[config.mk]
export PLATFORM = sky130hd
export DESIGN_NAME = corr_pkt_reader
export DESIGN_NICKNAME = d
export VERILOG_FILES = /design/src/rtl/corr_pkt_pkg.sv /design/src/rtl/corr_seq_check.sv /design/src/rtl/corr_pkt_reader.sv
export SDC_FILE = /design/constraint.sdc
export NUM_CORES = 1
export LEC_CHECK = 0
export CAP_MARGIN = 15
export CORE_ASPECT_RATIO = 0.9
export CORE_MARGIN = 3
export CORE_UTILIZATION = 30
export DETAILED_ROUTE_END_ITERATION = 16
export HOLD_SLACK_MARGIN = 0.08
export MAX_ROUTING_LAYER = met4
export PLACE_DENSITY = 0.6
export SYNTH_ARGS = -nofsm -noshare
export SYNTH_HDL_FRONTEND = slang
export SYNTH_HIERARCHICAL = 1
export SYNTH_SLANG_ARGS = --single-unit
[constraint.sdc]
create_clock -name i_clk -period 3.5 [get_ports i_clk]
set_input_delay 0.7 -clock i_clk [delete_from_list [all_inputs] [get_ports i_clk]]
set_output_delay 0.7 -clock i_clk [all_outputs]
set_load 0.05 [all_outputs]
[src/rtl/corr_pkt_pkg.sv]
// Shared constants and record layout for the correlator packet reader.
package corr_pkt_pkg;

   localparam int PKT_NBYTES      = 5;
   localparam int PKT_IDX_WINNUM  = 0;
   localparam int PKT_IDX_COUNTX  = 1;
   localparam int PKT_IDX_COUNTY  = 2;
   localparam int PKT_IDX_ISECT   = 3;
   localparam int PKT_IDX_SYMDIFF = 4;

   typedef struct packed {
      logic [7:0] winNum;
      logic [7:0] countX;
      logic [7:0] countY;
      logic [7:0] countIsect;
      logic [7:0] countSymdiff;
   } pktRec_t;

endpackage

[src/rtl/corr_seq_check.sv]
// Window-number continuity tracker: expected winNum, sync flag, saturating drop count
// and a one-cycle error pulse aligned with the record load.
module corr_seq_check #(
   parameter int DROPCOUNT_W = 16
) (
   input  logic                   clk,
   input  logic                   rst,
   input  logic                   cg,
   input  logic                   load,
   input  logic [7:0]             winNum,
   input  logic                   clrSync,
   output logic                   seqErr,
   output logic [DROPCOUNT_W-1:0] nDropped,
   output logic                   synced
);
   import corr_pkt_pkg::*;

   localparam int SUM_W = DROPCOUNT_W + 9;
   localparam logic [SUM_W-1:0] DROP_MAX = {{9{1'b0}}, {DROPCOUNT_W{1'b1}}};

   logic [7:0]             expectedQ;
   logic [7:0]             gap;
   logic [SUM_W-1:0]       sumWide;
   logic [DROPCOUNT_W-1:0] dropSat;

   // Gap is modulo 256, so a wrap from FE to 01 counts two missing windows.
   always_comb begin
      gap     = winNum - expectedQ;
      sumWide = {9'd0, nDropped} + {{(SUM_W-8){1'b0}}, gap};
      dropSat = (sumWide > DROP_MAX) ? {DROPCOUNT_W{1'b1}} : sumWide[DROPCOUNT_W-1:0];
   end

   always_ff @(posedge clk) begin
      if (rst) begin
         expectedQ <= '0;
         synced    <= 1'b0;
         nDropped  <= '0;
         seqErr    <= 1'b0;
      end else begin
         seqErr <= 1'b0;
         if (cg) begin
            if (clrSync) begin
               synced <= 1'b0;
            end else if (load) begin
               expectedQ <= winNum + 8'd1;
               synced    <= 1'b1;
               if (synced && (winNum != expectedQ)) begin
                  seqErr   <= 1'b1;
                  nDropped <= dropSat;
               end
            end
         end
      end
   end

endmodule

[src/rtl/corr_pkt_reader.sv]
// Pops 5-byte window packets from the show-ahead pktfifo, rebuilds them into records
// and hands them downstream on valid/ready while tracking winNum continuity.
//  state | meaning
//  B0    | expecting winNum byte
//  B1    | expecting countX byte
//  B2    | expecting countY byte
//  B3    | expecting countIsect byte
//  B4    | expecting countSymdiff; pops only when the output register is free or draining
module corr_pkt_reader #(
   parameter int DROPCOUNT_W = 16,
   parameter int PKT_NBYTES  = 5
) (
   input  logic                   i_clk,
   input  logic                   i_rst,
   input  logic                   i_cg,
   input  logic [7:0]             i_pktfifo_data,
   input  logic                   i_pktfifo_empty,
   output logic                   o_pktfifo_pop,
   output logic                   o_pktfifo_flush,
   input  logic                   i_resync,
   output logic                   o_pkt_valid,
   input  logic                   i_pkt_ready,
   output logic [7:0]             o_winNum,
   output logic [7:0]             o_countX,
   output logic [7:0]             o_countY,
   output logic [7:0]             o_countIsect,
   output logic [7:0]             o_countSymdiff,
   output logic                   o_seqErr,
   output logic [DROPCOUNT_W-1:0] o_nDropped,
   output logic                   o_synced
);
   import corr_pkt_pkg::*;

   if (PKT_NBYTES != corr_pkt_pkg::PKT_NBYTES) begin : badNbytes
      $error("corr_pkt_reader only supports 5-byte packets");
   end

   typedef enum logic [2:0] {
      B0 = 3'(PKT_IDX_WINNUM),
      B1 = 3'(PKT_IDX_COUNTX),
      B2 = 3'(PKT_IDX_COUNTY),
      B3 = 3'(PKT_IDX_ISECT),
      B4 = 3'(PKT_IDX_SYMDIFF)
   } asmState_t;

   asmState_t  stateQ, stateD;
   logic [7:0] partQ [PKT_IDX_WINNUM:PKT_IDX_ISECT];
   pktRec_t    recQ;
   logic       validQ;
   logic       accept, popByte, loadRec, xferOut, resyncNow;

   always_comb begin
      resyncNow = i_cg && i_resync && !i_rst;
      accept    = (stateQ != B4) || !validQ || i_pkt_ready;
      popByte   = i_cg && !i_rst && !i_resync && !i_pktfifo_empty && accept;
      loadRec   = popByte && (stateQ == B4);
      xferOut   = i_cg && validQ && i_pkt_ready;
      stateD    = stateQ;
      if (resyncNow) begin
         stateD = B0;
      end else if (popByte) begin
         case (stateQ)
            B0:      stateD = B1;
            B1:      stateD = B2;
            B2:      stateD = B3;
            B3:      stateD = B4;
            default: stateD = B0;
         endcase
      end
   end

   // Show-ahead FIFO: the head byte is captured in the same cycle it is popped.
   always_ff @(posedge i_clk) begin
      if (i_rst) begin
         stateQ <= B0;
         partQ  <= '{default: '0};
         recQ   <= '0;
         validQ <= 1'b0;
      end else if (i_cg) begin
         stateQ <= stateD;
         if (popByte) begin
            case (stateQ)
               B0:      partQ[PKT_IDX_WINNUM] <= i_pktfifo_data;
               B1:      partQ[PKT_IDX_COUNTX] <= i_pktfifo_data;
               B2:      partQ[PKT_IDX_COUNTY] <= i_pktfifo_data;
               B3:      partQ[PKT_IDX_ISECT]  <= i_pktfifo_data;
               default: ;
            endcase
         end
         if (loadRec) begin
            recQ   <= {partQ[PKT_IDX_WINNUM], partQ[PKT_IDX_COUNTX], partQ[PKT_IDX_COUNTY],
                       partQ[PKT_IDX_ISECT], i_pktfifo_data};
            validQ <= 1'b1;
         end else if (xferOut) begin
            validQ <= 1'b0;
         end
      end
   end

   corr_seq_check #(.DROPCOUNT_W(DROPCOUNT_W)) seqCheck (
      .clk      (i_clk),
      .rst      (i_rst),
      .cg       (i_cg),
      .load     (loadRec),
      .winNum   (partQ[PKT_IDX_WINNUM]),
      .clrSync  (resyncNow),
      .seqErr   (o_seqErr),
      .nDropped (o_nDropped),
      .synced   (o_synced)
   );

   assign o_pktfifo_pop   = popByte;
   assign o_pktfifo_flush = resyncNow;
   assign o_pkt_valid     = validQ;
   assign o_winNum        = recQ.winNum;
   assign o_countX        = recQ.countX;
   assign o_countY        = recQ.countY;
   assign o_countIsect    = recQ.countIsect;
   assign o_countSymdiff  = recQ.countSymdiff;

endmodule

Word-level counts from Yosys, hierarchy flattened --
Cells that the tools add are included.
Word-level totals: register bits 102, bits in latches 0, RAM bits 0, bits in read-only memories 0, input port bits 14, output and inout bits 61, word-level logic and storage cells 68, memories 0
Operators by class: add/subtract/negate cells 3, multipliers 0, div/mod/pow operators 0, order comparisons 1, equal/unequal tests 6, shift-type cells 0, multiplexer cells 9, bitwise logic cells 3, reductions and logical operators 31
Operators by type and width (number):
- > comparator 25 x 16 -> 1 bit (second input constant) | 1
- adder 16 x 8 -> 17 bit | 1
- two-way mux 16 bit | 1
- AND reduction 3 bit | 5
- case mux 3 bit (4 select lines) | 1
- logical AND 1 bit | 10
- adder 8 x 1 -> 8 bit (second input constant) | 1
- != test 8 bit | 1
- AND reduction 2 bit | 4
- subtractor 8 bit | 1
- equality test 3 x 2 -> 1 bit (second input constant) | 2
- two-way mux 3 bit | 2
- nonzero test 2 bit | 3
- two-way mux 1 bit | 5
- zero test 1 bit | 4
- AND reduction 4 bit | 1
- OR reduction 4 bit | 1
- equality test 3 x 1 -> 1 bit (second input constant) | 1
- equality test 3 bit (second input constant) | 1
- zero test 3 bit | 1
- != test 3 bit (second input constant) | 1
- inverter 1 bit | 3
- logical OR 1 bit | 2

Longest topological paths before layout --
word-level depth 8, gate-level depth with buffers 17, depth with buffers taken out 16

Hierarchy --
The synthesis kept the hierarchy.
By module, submodules not included:
- corr_pkt_reader | times used 1, cells each 280, area an instance 3094.2 sq um, sequential area each 1521.5 sq um
- corr_seq_check | times used 1, cells each 210, area an instance 1769.2 sq um, sequential area each 520.5 sq um

Least setup slack after synthesis --
OpenSTA, ideal clock, no wires.
kind reg2reg, start point register partQ[24] in the netlist's numbering, end point register seqCheck.nDropped[7], library setup time 137 ps, data arrival time 2929 ps, data required time 3363 ps, slack 434 ps, stages on the path, launching flop included 15, path buffers 0, clock period less this slack 3066 ps, path through dfxtp_1 inv_1 ha_1 inv_1 fa_1 a21o_1 a21oi_1 xnor2_1 ha_1 and2_4 a221o_1 o2111ai_1 o41ai_1 a2111oi_0 a211oi_1
On the way: word-level cells in the longest chain between the ends 4, elaborated cells on any way between the ends 7, those cells by class add/sub (2); order compare (1); eq/ne (1); mux (1); reduce/logical (2)
Ends and longest elaborated chain:
- from (decl) | RTL line corr_pkt_reader.sv:47 | logic [7:0] partQ [PKT_IDX_WINNUM:PKT_IDX_ISECT];
- from (signal, indexed assignment) | RTL line corr_pkt_reader.sv:83 | B0: partQ[PKT_IDX_WINNUM] <= i_pktfifo_data;
- from (signal, indexed assignment) | RTL line corr_pkt_reader.sv:84 | B1: partQ[PKT_IDX_COUNTX] <= i_pktfifo_data;
- from (signal, indexed assignment) | RTL line corr_pkt_reader.sv:85 | B2: partQ[PKT_IDX_COUNTY] <= i_pktfifo_data;
- subtractor 8 bit | RTL line corr_seq_check.sv:28 | gap = winNum - expectedQ;
- adder 16 x 8 -> 17 bit | RTL line corr_seq_check.sv:29 | sumWide = {9'd0, nDropped} + {{(SUM_W-8){1'b0}}, gap};
- > comparator 25 x 16 -> 1 bit | RTL line corr_seq_check.sv:30 | dropSat = (sumWide > DROP_MAX) ? {DROPCOUNT_W{1'b1}} : sumWide[DROPCOUNT_W-1:0];
- two-way mux 16 bit | RTL line corr_seq_check.sv:30
- to (signal assigned) | RTL line corr_seq_check.sv:49 | nDropped <= dropSat;
- to (decl) | RTL line corr_seq_check.sv:13 | output logic [DROPCOUNT_W-1:0] nDropped,
Several ways; a longest one is shown, not always the timed one. A chain may end at the register's enable or synchronous reset.

Worst setup path after layout --
start point register seqCheck.expectedQ[1], end point register seqCheck.nDropped[7]
On the way: word-level cells in the longest chain between the ends 4, elaborated cells on any way between the ends 7, those cells by class add/sub (2); order compare (1); eq/ne (1); mux (1); reduce/logical (2)
Ends and longest elaborated chain:
- from (decl) | RTL line corr_seq_check.sv:21 | logic [7:0] expectedQ;
- from (signal assigned) | RTL line corr_seq_check.sv:45 | expectedQ <= winNum + 8'd1;
- subtractor 8 bit | RTL line corr_seq_check.sv:28
- adder 16 x 8 -> 17 bit | RTL line corr_seq_check.sv:29
- > comparator 25 x 16 -> 1 bit | RTL line corr_seq_check.sv:30
- two-way mux 16 bit | RTL line corr_seq_check.sv:30
Several ways; a longest one is shown, not always the timed one.

==> flow_summary.json <==
{
  "max_freq_mhz": 300.9,
  "timing.final.ws_setup_ns": 0.1762,
  "rows": 43,
  "p_clk_frac": 0.440,
  "grt_usage": 0.1316,
  "vias": 3629,
  "final.setup.tns_ns": 0,
  "dieWidth_um": 140.2,
  "grt_max_degree": 107,
  "period_share": 0.9496,
  "startpoint": "seqCheck/expectedQ[1]",
  "p_int_mw": 1.821,
  "multi_input_area_um2": 2611,
  "post_dp_cell_area_um2": 5769,
  "slew_viol_final": 0,
  "antenna_found_initial": 0,
  "crit_end": "seqCheck/nDropped[7]",
  "powerDensity_nw_per_um2": 385.1,
  "nNetsFinal": 595,
  "area_growth_pct": 26.40,
  "yosys_warnings": 6,
  "worst_pin_slew_ns": 0.8883,
  "wirelength_um": 11210,
  "utilization": 0.3926,
  "portBuffers": 74,
  "synth_top_area_frac": 0.4199,
  "grt-ovfl-total": 0,
  "relSlewSlack": 0.4078,
  "r2r_end": "seqCheck/nDropped[7]",
  "drive_above_1_share": 0.08642,
  "dieHeight_um": 126.8,
  "core_area_um2": 15660,
  "ios": 75,
  "syn_avg_cell_area_um2": 9.925,
  "required_ns": 3.68,
  "ant_nets": 0,
  "pwr-share-seq": 0.494,
  "synth-seq-cells": 102,
  "hold_viol": 0,
  "clk_pin_slew_ns": 0.07,
  "ctsHoldBuffers": 0,
  "synthFlopType": "dfxtp_1",
  "vias_per_cell": 4.719,
  "grt_pass1_wl_um": 18510,
  "cp_max_fo": 6,
  "power.leakage_nw": 2.376,
  "initial_core_util": 0.3106,
  "netlist_instances": 490,
  "worstSkewPairLatency_ns": 0.34,
  "cp-start-kind": "flop",
  "timing.final.crit_period_ns": 3.324,
  "cts_max_level": 3,
  "numCtsBuffers": 9,
  "syn-cell-area_um2": 4863,
  "dieArea_um2": 17780,
  "dp_slack_ns": 0.02526,
  "r2r_cells": 14,
  "worstReg2RegStart": "seqCheck/expectedQ[1]",
  "grt_pass1_vias": 3644,
  "synthesis.nets": 523,
  "yosys-top-cells-area": "dfxtp_1 (42%), mux2i_1 (15%), nand2b_1 (9.8%)",
  "ff_latch_area_um2": 2042,
  "synthArstFlopShare": 0,
  "power.switching_mw": 0.5465,
  "hold_ws_ns": 0.4752,
  "critPathKind": "flop to flop",
  "cts_tree": "yes",
  "drcViolationCount": 0,
  "max-cap-violations": 0,
  "comb_power_share": 0.066,
  "holdCritPathClass": "flop to flop",
  "end_kind": "flop",
  "peakVddDrop_mv": 0.2344,
  "synth_top_cell_by_area": "dfxtp_1",
  "wl_per_cell_um": 14.58,
  "synth-seq-area-share": 0.4199,
  "place.gp.congestion": 0.8889,
  "switching_share": 0.2309,
  "fillerInstances": 1498,
  "cts.sinks": 102,
  "status": "finished clean",
  "synth.distinct_cells": 57,
  "fin_cells": 769,
  "drt-initial-drc-count": 223,
  "rsz0062_at_grt": "yes",
  "regToRegSetupSlack_ns": 0.18,
  "crit_arrival_ns": 3.51,
  "antenna_cells": 0,
  "cts_root_buffer": "clkbuf_16",
  "dp_cells": 752,
  "fin_skew_ns": 0.007168,
  "finalSetupViolations": 0,
  "dp_hpwl_um": 7960,
  "total_power_mw": 2.367,
  "cts_max_path_buffers": 2,
  "synth-edff-count": 0,
  "first_pass_iters": 4,
  "stdcell_area_um2": 6147
}
[layout by cell type (no fill, tap or decap), types with 10 or more instances in the layout]
cell type and count:
buf_4 12, nand2b_1 76, xnor2_1 10, a21oi_1 10, mux2i_1 73, a211oi_1 11, clkdlybuf4s50_1 71, dfxtp_1 102
inv_1 27, nor2_1 32, nand2_1 11, ha_1 16
[Yosys cell counts, types with 2 or more instances]
master and number:
o21ai_0 6, xor2_1 6, a31oi_1 7, dfxtp_1 102, nand3b_1 2, nand3_1 6
inv_1 27, nor3_1 7, mux2i_1 73, o41ai_1 2, buf_6 2, o21bai_1 2
a211oi_1 11, and3_1 4, o21a_1 4, a311oi_1 7, nor2_1 33, and4_1 2
xnor2_1 10, clkbuf_1 17, buf_12 4, nand2_1 11, a21o_1 5, nand2b_1 76
a21oi_1 11, nor2b_1 4, ha_1 17, fa_1 2, o31ai_1 2
[power by group through the flow]
stage	combinational, mW	sequential [mW]	clock [mW]
detailed placement	0.147	1.20	0
global placement	0.144	1.20	0
floorplan	0.102	1.19	0
CTS	0.147	1.17	1.07
global route	0.173	1.17	1.11
finish	0.156	1.17	1.04
[cell type report]
type                    instances  area share
inverters                      27     0.01649
multi-input cells             337      0.4248
clock inverters                 6     0.01221
repair buffers                 85      0.1343
flip-flops and latches        102      0.3322
well taps                     202     0.04112
clock buffers                  10     0.03888
[flip-flops by register name (all words and copies together) (netlist names)]
signal,count
o_winNum,8
o_countIsect,8
seqCheck/seqErr,1
stateQ,3
o_countY,8
seqCheck/expectedQ,8
seqCheck/synced,1
o_countSymdiff,8
o_pkt_valid,1
seqCheck/nDropped,16
partQ,32
o_countX,8
[worst min-delay path by stage]
stage	startpoint	to	slack [ns]	cells after the start
after floorplan	partQ[0]	partQ[0]	0.46	2
after global placement	o_countSymdiff[7]	o_countSymdiff[7]	0.46	2
after detailed placement	o_winNum[1]	o_winNum[1]	0.46	2
after CTS	o_countSymdiff[7]	o_countSymdiff[7]	0.48	2
after global routing	o_countSymdiff[6]	o_countSymdiff[6]	0.50	2
final	o_countY[1]	o_countY[1]	0.48	2
[critical path, cell delays in order (launching register included)]
cell and delay [ns]:
dfxtp_1 0.33, inv_1 0.07, ha_1 0.28, a21o_1 0.18
a21oi_1 0.23, o21ai_1 0.15, o41ai_2 0.25, xnor2_1 0.19
ha_1 0.29, a21oi_1 0.25, nand2_1 0.14, o21ai_4 0.22
nor2_4 0.09, a2111oi_2 0.34, a211oi_1 0.13
[cell families after synthesis]
logic type,Yosys count,share of synthesized area
and+or+nand+nor,158,0.1870
DFF,102,0.4199
muxes,73,0.1502
AOI/OAI and AO/OA,71,0.1060
buffers and inverters,51,0.05608
adders and majority gates,19,0.05197
xor gates and xnor gates,16,0.02881
[repair_timing]
| item | CTS | global route |
|---|---|---|
| cloned | 0 | 0 |
| endpoints found under the setup margin | 1 | 14 |
| setup buffers | 0 | 1 |
| pin swaps | 0 | 5 |
| resized for setup | 1 | 13 |
| hold endpoints to repair | 0 | 0 |
[layer usage]
layer,GRT usage,vias up,part of all wire
met5,-,-,0
met4,0.04103,0,0.016
met3,0.03430,14,0.039
met2,0.1954,60,0.44
li1,-,1844,-
met1,0.1757,1711,0.51
(Power assumes the default switching activity.)
